[src/rtl/datapath_pkg.sv]
`default_nettype none
// ============================================================================
// Module      : datapath_pkg
// Description : Widths and shared types for the single-cycle datapath.
// Revision    : 1.0 - initial release
// ============================================================================
package datapath_pkg;

    localparam int DATA_W   = 16;
    localparam int ADDR_W   = 4;
    localparam int NUM_REGS = 2 ** ADDR_W;

    typedef logic [ADDR_W-1:0] reg_addr_t;
    typedef logic [DATA_W-1:0] reg_data_t;

endpackage : datapath_pkg
`default_nettype wire

[src/rtl/register_file_read_port.sv]
`default_nettype none
// ============================================================================
// Module      : register_file_read_port
// Description : Combinational NUM_REGS:1 read mux with optional R0 masking.
// Revision    : 1.0 - initial release
// ============================================================================
module register_file_read_port #(
    parameter int DATA_W   = datapath_pkg::DATA_W,
    parameter int ADDR_W   = datapath_pkg::ADDR_W,
    parameter int ZERO_REG = 1
) (
    input  logic [DATA_W-1:0] regs [2**ADDR_W],
    input  logic [ADDR_W-1:0] addr,
    output logic [DATA_W-1:0] data_out
);

    logic [DATA_W-1:0] w_selected;

    assign w_selected = regs[addr];

    generate
        if (ZERO_REG != 0) begin : g_zero_mask
            assign data_out = (addr == '0) ? '0 : w_selected;
        end else begin : g_no_mask
            assign data_out = w_selected;
        end
    endgenerate

endmodule : register_file_read_port
`default_nettype wire

[src/rtl/register_file.sv]
`default_nettype none
// ============================================================================
// Module      : register_file
// Description : 16x16 register file, two combinational reads, one sync write.
// Revision    : 1.0 - initial release
// ============================================================================
module register_file #(
    parameter int DATA_W   = datapath_pkg::DATA_W,
    parameter int ADDR_W   = datapath_pkg::ADDR_W,
    parameter int ZERO_REG = 1
) (
    input  logic              clk,
    input  logic              rst_n,
    input  logic [ADDR_W-1:0] rs,
    input  logic [ADDR_W-1:0] rt,
    input  logic [ADDR_W-1:0] rd,
    input  logic [DATA_W-1:0] data_write,
    input  logic              reg_write,
    output logic [DATA_W-1:0] data_read_1,
    output logic [DATA_W-1:0] data_read_2
);

    localparam int c_num_regs = 2 ** ADDR_W;

    logic [DATA_W-1:0] r_regs [c_num_regs];
    logic              w_write_en;

    // A masked R0 never stores anything, so its write is dropped at the source.
    assign w_write_en = reg_write && !((ZERO_REG != 0) && (rd == '0));

    always_ff @(posedge clk or negedge rst_n) begin
        if (!rst_n) begin
            for (int i = 0; i < c_num_regs; i++) begin
                r_regs[i] <= '0;
            end
        end else if (w_write_en) begin
            r_regs[rd] <= data_write;
        end
    end

    register_file_read_port #(
        .DATA_W   (DATA_W),
        .ADDR_W   (ADDR_W),
        .ZERO_REG (ZERO_REG)
    ) u_read_port_rs (
        .regs     (r_regs),
        .addr     (rs),
        .data_out (data_read_1)
    );

    register_file_read_port #(
        .DATA_W   (DATA_W),
        .ADDR_W   (ADDR_W),
        .ZERO_REG (ZERO_REG)
    ) u_read_port_rt (
        .regs     (r_regs),
        .addr     (rt),
        .data_out (data_read_2)
    );

endmodule : register_file
`default_nettype wire

[config.mk]
export PLATFORM = sky130hd
export DESIGN_NAME = register_file
export DESIGN_NICKNAME = d
export VERILOG_FILES = /design/src/rtl/datapath_pkg.sv /design/src/rtl/register_file_read_port.sv /design/src/rtl/register_file.sv
export SDC_FILE = /design/constraint.sdc
export NUM_CORES = 1
export LEC_CHECK = 0
export CORE_ASPECT_RATIO = 0.5
export CORE_MARGIN = 4
export CORE_UTILIZATION = 45
export CTS_CLUSTER_SIZE = 28
export DETAILED_ROUTE_END_ITERATION = 6
export HOLD_SLACK_MARGIN = 0.05
export PLACE_DENSITY = 0.65
export SYNTH_ARGS = -nofsm -noshare
export SYNTH_HDL_FRONTEND = slang
export SYNTH_SLANG_ARGS = --single-unit
export TNS_END_PERCENT = 100
[constraint.sdc]
create_clock -name clk -period 8.4 [get_ports clk]
set_clock_uncertainty 0.05 [all_clocks]
set_input_delay 2.52 -clock clk [delete_from_list [all_inputs] [get_ports clk]]
set_output_delay 2.52 -clock clk [all_outputs]
set_load 0.05 [all_outputs]
Word-level counts from Yosys, hierarchy flattened
Index checks and enable logic that the tools add are counted.
- bitwise operators: 3
- magnitude comparators: 4
- muxes and demuxes: 11
- reduce and logical (&&, ||, !) cells: 6
- operator list (kind ; number):
    $bwmux W256 ; 1
    $bmux W16 S4 ; 2
    $mux W16 ; 7
    $demux W16 S4 ; 1
    $ge A5 B5 Y1 const B ; 3
    $not A4 Y5 ; 3
    $logic_not A4 Y1 ; 3
    $lt A5 B1 Y1 const B ; 1
    $logic_and A1 B1 Y1 ; 2
    $logic_not A1 Y1 ; 1
- bits in registers: 256
- input port bits: 31

Depth between registers and ports, before layout
- depth after elaboration: 6
- depth in mapped cells: 6

By module
Synthesis repeated with hierarchy kept, for this count alone.
- cell total of the unflattened synthesis: 881
- area total of the unflattened synthesis: 13541.7 um2
- modules (own cells, without submodules) (module ; sequential area each (um2) ; times used ; area each (um2) ; cells each):
    register_file ; 6406.1 ; 1 ; 9500.4 ; 571
    register_file_read_port ; 0.0 ; 2 ; 2020.7 ; 155

Worst setup path before layout
Ideal clock, no wire load.
- path kind: input port to output port
- start: input port rt[0]
- end: output port data_read_2[14]
- data required time: 5830 ps
- setup slack: 1232 ps
- stages on the path: 6
- data arrival time: 4598 ps
- cells stage by stage: buf_6 buf_8 buf_2 buf_1 a221oi_1 o31ai_1
- word-level cells in the longest chain between the ends: 5
- elaborated cells on any way between the ends: 6
- ends and longest elaborated chain (element ; line ; text):
    from (decl) ; register_file.sv:15 ; input logic [ADDR_W-1:0] rt,
    $not A4 Y5 (implied by the code) ; register_file_read_port.sv:19 ; assign w_selected = regs[addr];
    $bmux W16 S4 ; register_file_read_port.sv:19 ;
    $mux W16 (implied by the code) (2 in series) ; register_file_read_port.sv:19 ;
    $mux W16 * ; register_file_read_port.sv:23 ; assign data_out = (addr == '0) ? '0 : w_selected;
    to (decl) ; register_file.sv:20 ; output logic [DATA_W-1:0] data_read_2
Mark *: on every way between the ends. The rest lies on a longest branch, timed or not. The select of a mux whose other input is x is not followed.

Final worst setup path
- start: input port rs[0]
- end: output port data_read_1[14]
- word-level cells in the longest chain between the ends: 5
- elaborated cells on any way between the ends: 6
- ends and longest elaborated chain (element ; line ; text):
    from (decl) ; register_file.sv:14 ; input logic [ADDR_W-1:0] rs,
    $not A4 Y5 (implied by the code) ; register_file_read_port.sv:19 ;
    $bmux W16 S4 ; register_file_read_port.sv:19 ;
    $mux W16 (implied by the code) (2 in series) ; register_file_read_port.sv:19 ;
    $mux W16 * ; register_file_read_port.sv:23 ;
    to (decl) ; register_file.sv:19 ; output logic [DATA_W-1:0] data_read_1,
Marks and branches as above.

==> run metrics <==
DP Cell Count=between 1000 and 1500; largest area contributor in the netlist=dfrtp_1; clock-pin slew on the worst setup and hold paths=60 ps; Worst Path Required=5830 ps; largest net degree at the start of global routing=131; worst vdd ir=0.156 mV; Buf/Inv on CP=2; setup_tns=0 ps; Post-CTS Setup Inserts=0; first-pass GRT wire length=about 55000 um; total number of vias=between 8000 and 9000; fraction of post-synthesis cell area in the top cell type by area=0.463; H-tree depth=1; biggest regs=r_regs: 240 flops; CP top delay family=buffers and inverters; vias in the first global route=8768; flops & latches, synth=240; leak pwr=a little over 6 nW; number of I/O port buffers=62; Final Setup Violations=0; Synth Area per Inst=~15 um^2; Initial Util=0.463; post-synth net total=slightly below 900; vias per cell=between 6 and 7; outcome=completed; Max Root-Sink Buffers=3; DR WL/cell=between 20 and 30 um; Hold-fix buffers, CTS=0; Final HPWL DP=about 21000 um; # DRC=0; CP Class=in2out; Die H=roughly 130 um; CTS tree=built; largest reg by FF count=r_regs; Post-Layout Cell Count=roughly 1300; Data arrival, critical path=4870 ps; Post-Syn Area=about 13000 um^2; synth-to-layout area growth=15.6%; cell mode on critical path=clkdlybuf4s50_1; CTS resizes=0; clock latency on the worst-skew pair=approximately 520 ps; Routed WL=around 36000 um; grt ovf=0; Critical Path, Cell by Cell=clkdlybuf4s50_1 -> mux4_2 -> mux2i_1 -> clkdlybuf4s50_1; Max stage delay on crit path=approximately 860 ps; post-synth cell types=33; nets@finish=approximately 920; Finished Cell Area=~15000 um^2; internal reg-to-reg setup slack=7540 ps; Worst-Margin Slew=around 900 ps; number of flip-flops in the largest register=240; die footprint=approximately 32000 um^2; routability cong.=0.813; dpl cell area=about 14000 um^2; CP Launch Type=input port; fmax=~130 MHz; maxcap violations=0; drt pass-1 iters=5; Num CTS Buffers=24; # IOs=63; period utilization=0.886; Final Hold Vio Count=0; Power Total=3.79 mW; n_diodes=0; FP Rows=43; min Tclk post-route=~7400 ps; Rel. slew slack=0.397; gr usage total=0.231; die width=about 250 um; Post-DRT Antenna Nets=0; PD cells=253 nW/um^2; final max-slew violation count=0; 1st-iter DRT viols=approximately 660; final core utilization=0.535; RSZ-0062 raised after global routing=no; top area cells in the synthesized netlist=dfrtp_1, mux2_2, mux4_2; Crit Path Max Fanout=7; Hold Crit Class=reg2reg; Gate Count Post-Synth=852; CTS Root Cell=clkbuf_16; Crit. End Element=output port; Yosys warning total=0; layout cells sized above 1=0.524; CTS sink count=240; initial antenna violation count=0; post-synthesis sequential area ratio=0.463; core area=about 28000 um^2; Slowest cell on crit path=clkdlybuf4s50_1
==> path summary, 6_finish.rpt <==
kind                                               from                 endpoint  cells past startpoint
worst min register to register  r_regs[143]$_DFFE_PN0P_  r_regs[143]$_DFFE_PN0P_                      1
min in group asynchronous                         rst_n  r_regs[111]$_DFFE_PN0P_                      1
worst min-delay path            r_regs[143]$_DFFE_PN0P_  r_regs[143]$_DFFE_PN0P_                      1
max in group asynchronous                         rst_n  r_regs[171]$_DFFE_PN0P_                      2
worst max register to register   r_regs[62]$_DFFE_PN0P_   r_regs[62]$_DFFE_PN0P_                      1
worst max-delay path                              rs[0]          data_read_1[14]                      4
==> area by class of cell <==
cell class              instances  area, um^2
repair buffers                 94        1170
clock buffers                  36         727
well taps                     382         478
flip-flops and latches        240        6010
clock inverters                 8        90.1
multi-input cells             530        6510
fillers                      2255       13000
==> power breakdown <==
| part | total (mW) | internal [mW] | switching [mW] |
|---|---|---|---|
| sequential | 1.63 | 1.43 | 0.204 |
| combinational | 1.02 | 0.603 | 0.419 |
| clock | 1.13 | 0.659 | 0.473 |
| total | 3.78 | 2.69 | 1.10 |
==> layer usage <==
layer	up-vias	GRT usage	share of wire
li1	3396	-	-
met1	4526	0.345	0.45
met2	322	0.353	0.46
met3	66	0.0437	0.068
met4	0	0.0596	0.023
met5	-	0	0
==> kinds of logic (layout without fill, tap and decap cells) <==
kind of cell           Yosys count  count (layout)  share of synthesized area
muxes                          373             373                      0.419
AOI/OAI and AO/OA               77              77                     0.0461
buffers and inverters           82             138                     0.0364
and+or+nand+nor                 80              80                     0.0354
DFF                            240             240                      0.463
==> stage by stage <==
step,hold slack (ps),setup WS (ps)
5_1_grt,489,857
3_5_place_dp,463,919
3_3_place_gp,454,916
6_report,477,960
4_1_cts,478,913
2_1_floorplan,439,1230
==> cells in the final DEF, fill, tap and decap left out, types with 13 or more instances in the layout <==
| cell type | count |
|---|---|
| buf_4 | 33 |
| clkdlybuf4s50_1 | 26 |
| clkbuf_16 | 25 |
| a221oi_1 | 31 |
| mux2_2 | 241 |
| o22ai_1 | 15 |
| o31ai_1 | 15 |
| mux4_1 | 13 |
| a22oi_1 | 15 |
| nor2b_1 | 19 |
| nor3_1 | 15 |
| nor2_1 | 15 |
| buf_12 | 32 |
| mux2_4 | 30 |
| dfrtp_1 | 240 |
| mux4_2 | 83 |
==> cell usage after synthesis, drive strengths merged <==
master and instances:
a211oi 1, a221oi 31, a22oi 15, and2 2
and3 1, buf 47, clkbuf 35, dfrtp 240
mux2 271, mux2i 6, mux4 96, nand2 3
nand2b 5, nand3 1, nand3b 3, nor2 24
nor2b 19, nor3 15, nor3b 2, o22ai 15
o31ai 15, or2 2, or3 3
Power figures use the tool's default switching activity.
==> RTL change 1 (same flow settings) <==
`ADDR_W`: 4 -> 5.
--- a/src/rtl/datapath_pkg.sv
+++ b/src/rtl/datapath_pkg.sv
@@ -8,5 +8,5 @@
 
     localparam int DATA_W   = 16;
-    localparam int ADDR_W   = 4;
+    localparam int ADDR_W   = 5;
     localparam int NUM_REGS = 2 ** ADDR_W;
 
Interface: changed (resized rd, rs and rt); port bits go from 63 to 66. No check against the original RTL was run, so the function may have changed too.
==> RTL change 1 against the unedited design <==
  * Sequential cell count up 272
  * Design area up 110%
  * Power up 94%
  * First-iteration DRC count rose to 2.8 times the old value
  * Register-to-register slack about the same
  * Routed wire length up 130%
  * Sequential power up 100%
  * Worst setup slack worse by 410 ps
  * Synthesized area up 110%
==> RTL change 1: results (changes against the unedited design) <==
* H-tree depth at 2 (+1)
* Top Metal Used: met5
* Dominant cells by area after synthesis: dfrtp_1, mux2_2, mux4_2
* Hold Crit Start: r_regs[496]
* Arr. time, crit path at 5270 ps (+400 ps)
* Worst Setup EP: data_read_2[5]
* Status: completed
* Share of layout cells above drive strength 1 at 51.8% (-0.66 points)
* Origin of the worst setup path: rt[3]
* Initial antenna violation count at 7 (+7)
* Iteration-0 DRC Markers at 1,829 (+180%)
* DP Wirelength at 51.7 mm (+140%)
* GR Layer Usage met2 at 36.5% (+1.2 points)
* # fillers at 5,034 (+120%)
* Dpl cells at 2,593 (+110%)
* Leading registers by flop count: r_regs (512)
* Vias in the first global route at 18.1k (+110%)
* Synth cell count leaders: mux2_2, dfrtp_1, mux4_2
* Post-synthesis cell type count at 34 (+3.0%)
* R2r setup slk at 7530 ps (about the same)
* Dpl cell area at 29,300 sq um (+110%)
* Via-to-Cell Ratio at 6.49 (+0.80%)
* Top fanout value on the critical path at 12 (+5)
* Largest net degree at the start of global routing at 168 (+28%)
* Skew-Pair Late Insertion Delay at 560 ps (+40 ps)
* Synthesized net count at 1,866 (+110%)
* Met1 WL at 35.1 mm (+120%)
* Synth Instances at 1,832 (+120%)
* M3 GR Usage at 9.45% (+5.1 points)
* Routability congestion estimate from global placement at 0.855 (+5.1%)
-- RTL change 1: layout make-up --
type / instances / area (sq um) / share of cell area (%)
timing repair buffer: 155 / 1780 / 5.76
sequential: 512 / 12800 / 41.4
multi-input combinational: 1112 / 13600 / 44.0
clock buffer: 77 / 1510 / 4.87
tap: 812 / 1020 / 3.28
clock inverter: 14 / 200 / 0.647
inverter: 2 / 7.51 / 0.0243
-- RTL change 1: kinds of logic (layout without fill, tap and decap cells) --
kind of cell / count (synthesis) / in the layout / share of synthesized area, %
compound gates: 185 / 185 / 4.84
buf+inv: 208 / 248 / 3.76
flops: 512 / 512 / 46.7
mux: 816 / 816 / 42.4
simple gates: 111 / 111 / 2.27
-- RTL change 1: how the worst min path moves through the flow --
stage                  end  slack [ps]  depth (start not counted)
2_1_floorplan  r_regs[496]         390                          1
3_3_place_gp   r_regs[497]         330                          0
3_5_place_dp   r_regs[496]         330                          0
4_1_cts        r_regs[497]         350                          0
5_1_grt        r_regs[508]         360                          0
6_report       r_regs[496]         350                          0
-- RTL change 1: critical path: stages --
cell and delay, ps:
clkdlybuf4s50_1 530, buf_4 290, and2_1 660, a22oi_1 350
a311oi_1 690, buf_12 220
-- RTL change 1: power breakdown --
part | leakage [uW] | internal (uW) | switching [uW]
sequential | 0.00656 | 2940 | 352
clock | 0.000834 | 1390 | 986
combinational | 0.00573 | 945 | 724
-- RTL change 1: per-stage QoR --
step / util [%] / setup WS (ps)
2_1_floorplan: - / 918
3_3_place_gp: 49.0 / 676
3_5_place_dp: 49.0 / 659
4_1_cts: 51.8 / 636
5_1_grt: 51.8 / 565
6_report: 51.8 / 555
==> RTL change 2 (same flow settings) <==
Made on the original files. Make the reset (`rst_n`) synchronous in one clocked block.
--- a/src/rtl/register_file.sv
+++ b/src/rtl/register_file.sv
@@ -29,5 +29,5 @@
     assign w_write_en = reg_write && !((ZERO_REG != 0) && (rd == '0));
 
-    always_ff @(posedge clk or negedge rst_n) begin
+    always_ff @(posedge clk) begin
         if (!rst_n) begin
             for (int i = 0; i < c_num_regs; i++) begin
Check against the original RTL: not equivalent (Yosys sat finds a counterexample within 4 cycles, from zero or initial values and one cycle with rst_n low; the reset may be asserted at any time).
==> RTL change 2 against the unedited design <==
  * Cell count grew 33%
  * Sequential share of layout area is 7.1 points lower
  * Synthesized cell count rose by 56%
  * Synthesized area shrank 1.3%
  * Sequential cell count is 1 higher
  * Non-clock buffer count decreased by 9
  * Fmax increased by 0.18%
  * Register-to-register slack lost 60 ps
  * Design area shrank 2.5%
  * Worst setup slack better by 14 ps
  * Routed wire length increased by 21%
  * Critical path type unchanged
  * Critical endpoint is now data_read_1[11]
  * Highest routed layer unchanged
Power is not compared: it rests on default switching activity, and its combinational part moved more than twofold at a synthesized area within 25%.
==> RTL change 2: results (changes against the unedited design) <==
* Status: completed
* Largest net degree at the start of global routing at 145 (+11%)
* Via-to-Cell Ratio at 6.29 (-2.3%)
* Routability congestion estimate from global placement at 0.838 (+3.0%)
* Top fanout value on the critical path at 36 (+29)
* DR pass1 iterations at 5 (unchanged)
* Global-route wire length before repair at 65.2 mm (+19%)
* Ys flop type: dfxtp_1
* TritonCTS buffer count at 23 (-4.2%)
* Tightest Pin Transition at 1330 ps (+427 ps)
* Top Family by Delay on Critical Path: buffers and inverters
* H-tree depth at 1 (unchanged)
* # fillers at 2,462 (+9.2%)
* Tot GR Track Use at 27.4% (+4.3 points)
* Vias in the first global route at 10.7k (+22%)
* Share of layout cells above drive strength 1 at 20.1% (-32 points)
* Dominant cells by area after synthesis: dfxtp_1, mux4_2, nand2_1
* Arr. time, crit path at 4860 ps (about the same)
* Sw Ratio at 25.1%
* Leading registers by flop count: r_regs (241)
* Routed len/inst at 25.3 um (-9.3%)
* Iteration-0 DRC Markers at 1,472 (+120%)
* Cts repair resizes at 0 (unchanged)
* Crit-path slowest cell: mux4_2
* Initial antenna violation count at 0 (unchanged)
* Post-synthesis sequential area ratio at 37.7% (-8.6 points)
* NumNets Final at 1,352 (+47%)
* Skew-Pair Late Insertion Delay at 530 ps
* Post-synthesis cell type count at 36 (+9.1%)
* Synth cell count leaders: nand2_1, dfxtp_1, a21boi_0
* CP max stage delay at 560 ps (-300 ps)
* DP Wirelength at 27.4 mm (+28%)
* Worst IR Drop VDD at 118 uV
* Worst hold path type: flip-flop to flip-flop
* Asr flop ratio synth at 0% (-100 points)
-- RTL change 2: cell families after synthesis --
logic type,synth area share [%]
compound gates,16.6
simple gates,16.4
mux,25.1
flops,37.7
buf+inv,4.23
-- RTL change 2: metal layers --
metal	wire length, um	global-route usage (%)
met5	0	0
met4	1810	9.90
met3	4190	6.29
met2	19400	42.6
met1	18000	37.9
-- RTL change 2: stage by stage --
stage          util, %  instances  hold slack [ps]  cell area (sq um)  setup slack (ps)
2_1_floorplan        -       1330              375              12800              1230
3_3_place_gp      49.8       1678              398              13900               983
3_5_place_dp      49.8       1678              394              13900               973
4_1_cts           52.4       1717              412              14600               968
5_1_grt           52.4       1717              452              14600               854
6_report          52.4       1717              425              14600               974
-- RTL change 2: path summary, 6_finish.rpt --
path	startpoint	end	slack [ps]	depth (start not counted)
setup / recovery	rs[0]	data_read_1[11]	970	5
hold / removal	r_regs[254]	r_regs[254]	430	1
setup reg to reg	r_regs[120]	r_regs[120]	7480	2
hold reg to reg	r_regs[254]	r_regs[254]	430	1
-- RTL change 2: power groups by stage --
stage | Combinational, uW | Clock, uW | Sequential, uW
floorplan | 155 | 0 | 1190
global placement | 236 | 0 | 1190
detailed placement | 240 | 0 | 1190
CTS | 240 | 1050 | 1170
global route | 256 | 1090 | 1170
finish | 244 | 1040 | 1170
-- RTL change 2: cell type report --
| class | instances | area share (%) |
|---|---|---|
| Tap cell | 382 | 3.27 |
| Multi-Input combinational cell | 970 | 51.2 |
| Clock buffer | 34 | 4.63 |
| Clock inverter | 5 | 0.368 |
| Timing Repair Buffer | 85 | 7.50 |
| Sequential cell | 241 | 33.0 |
-- RTL change 2: worst reg2reg max path: cells and delay by family (launching register included) --
family | cells | cell delay (ps)
AND/OR/NAND/NOR | 1 | 100
AO/OA/AOI/OAI | 1 | 310
flip-flops | 1 | 360
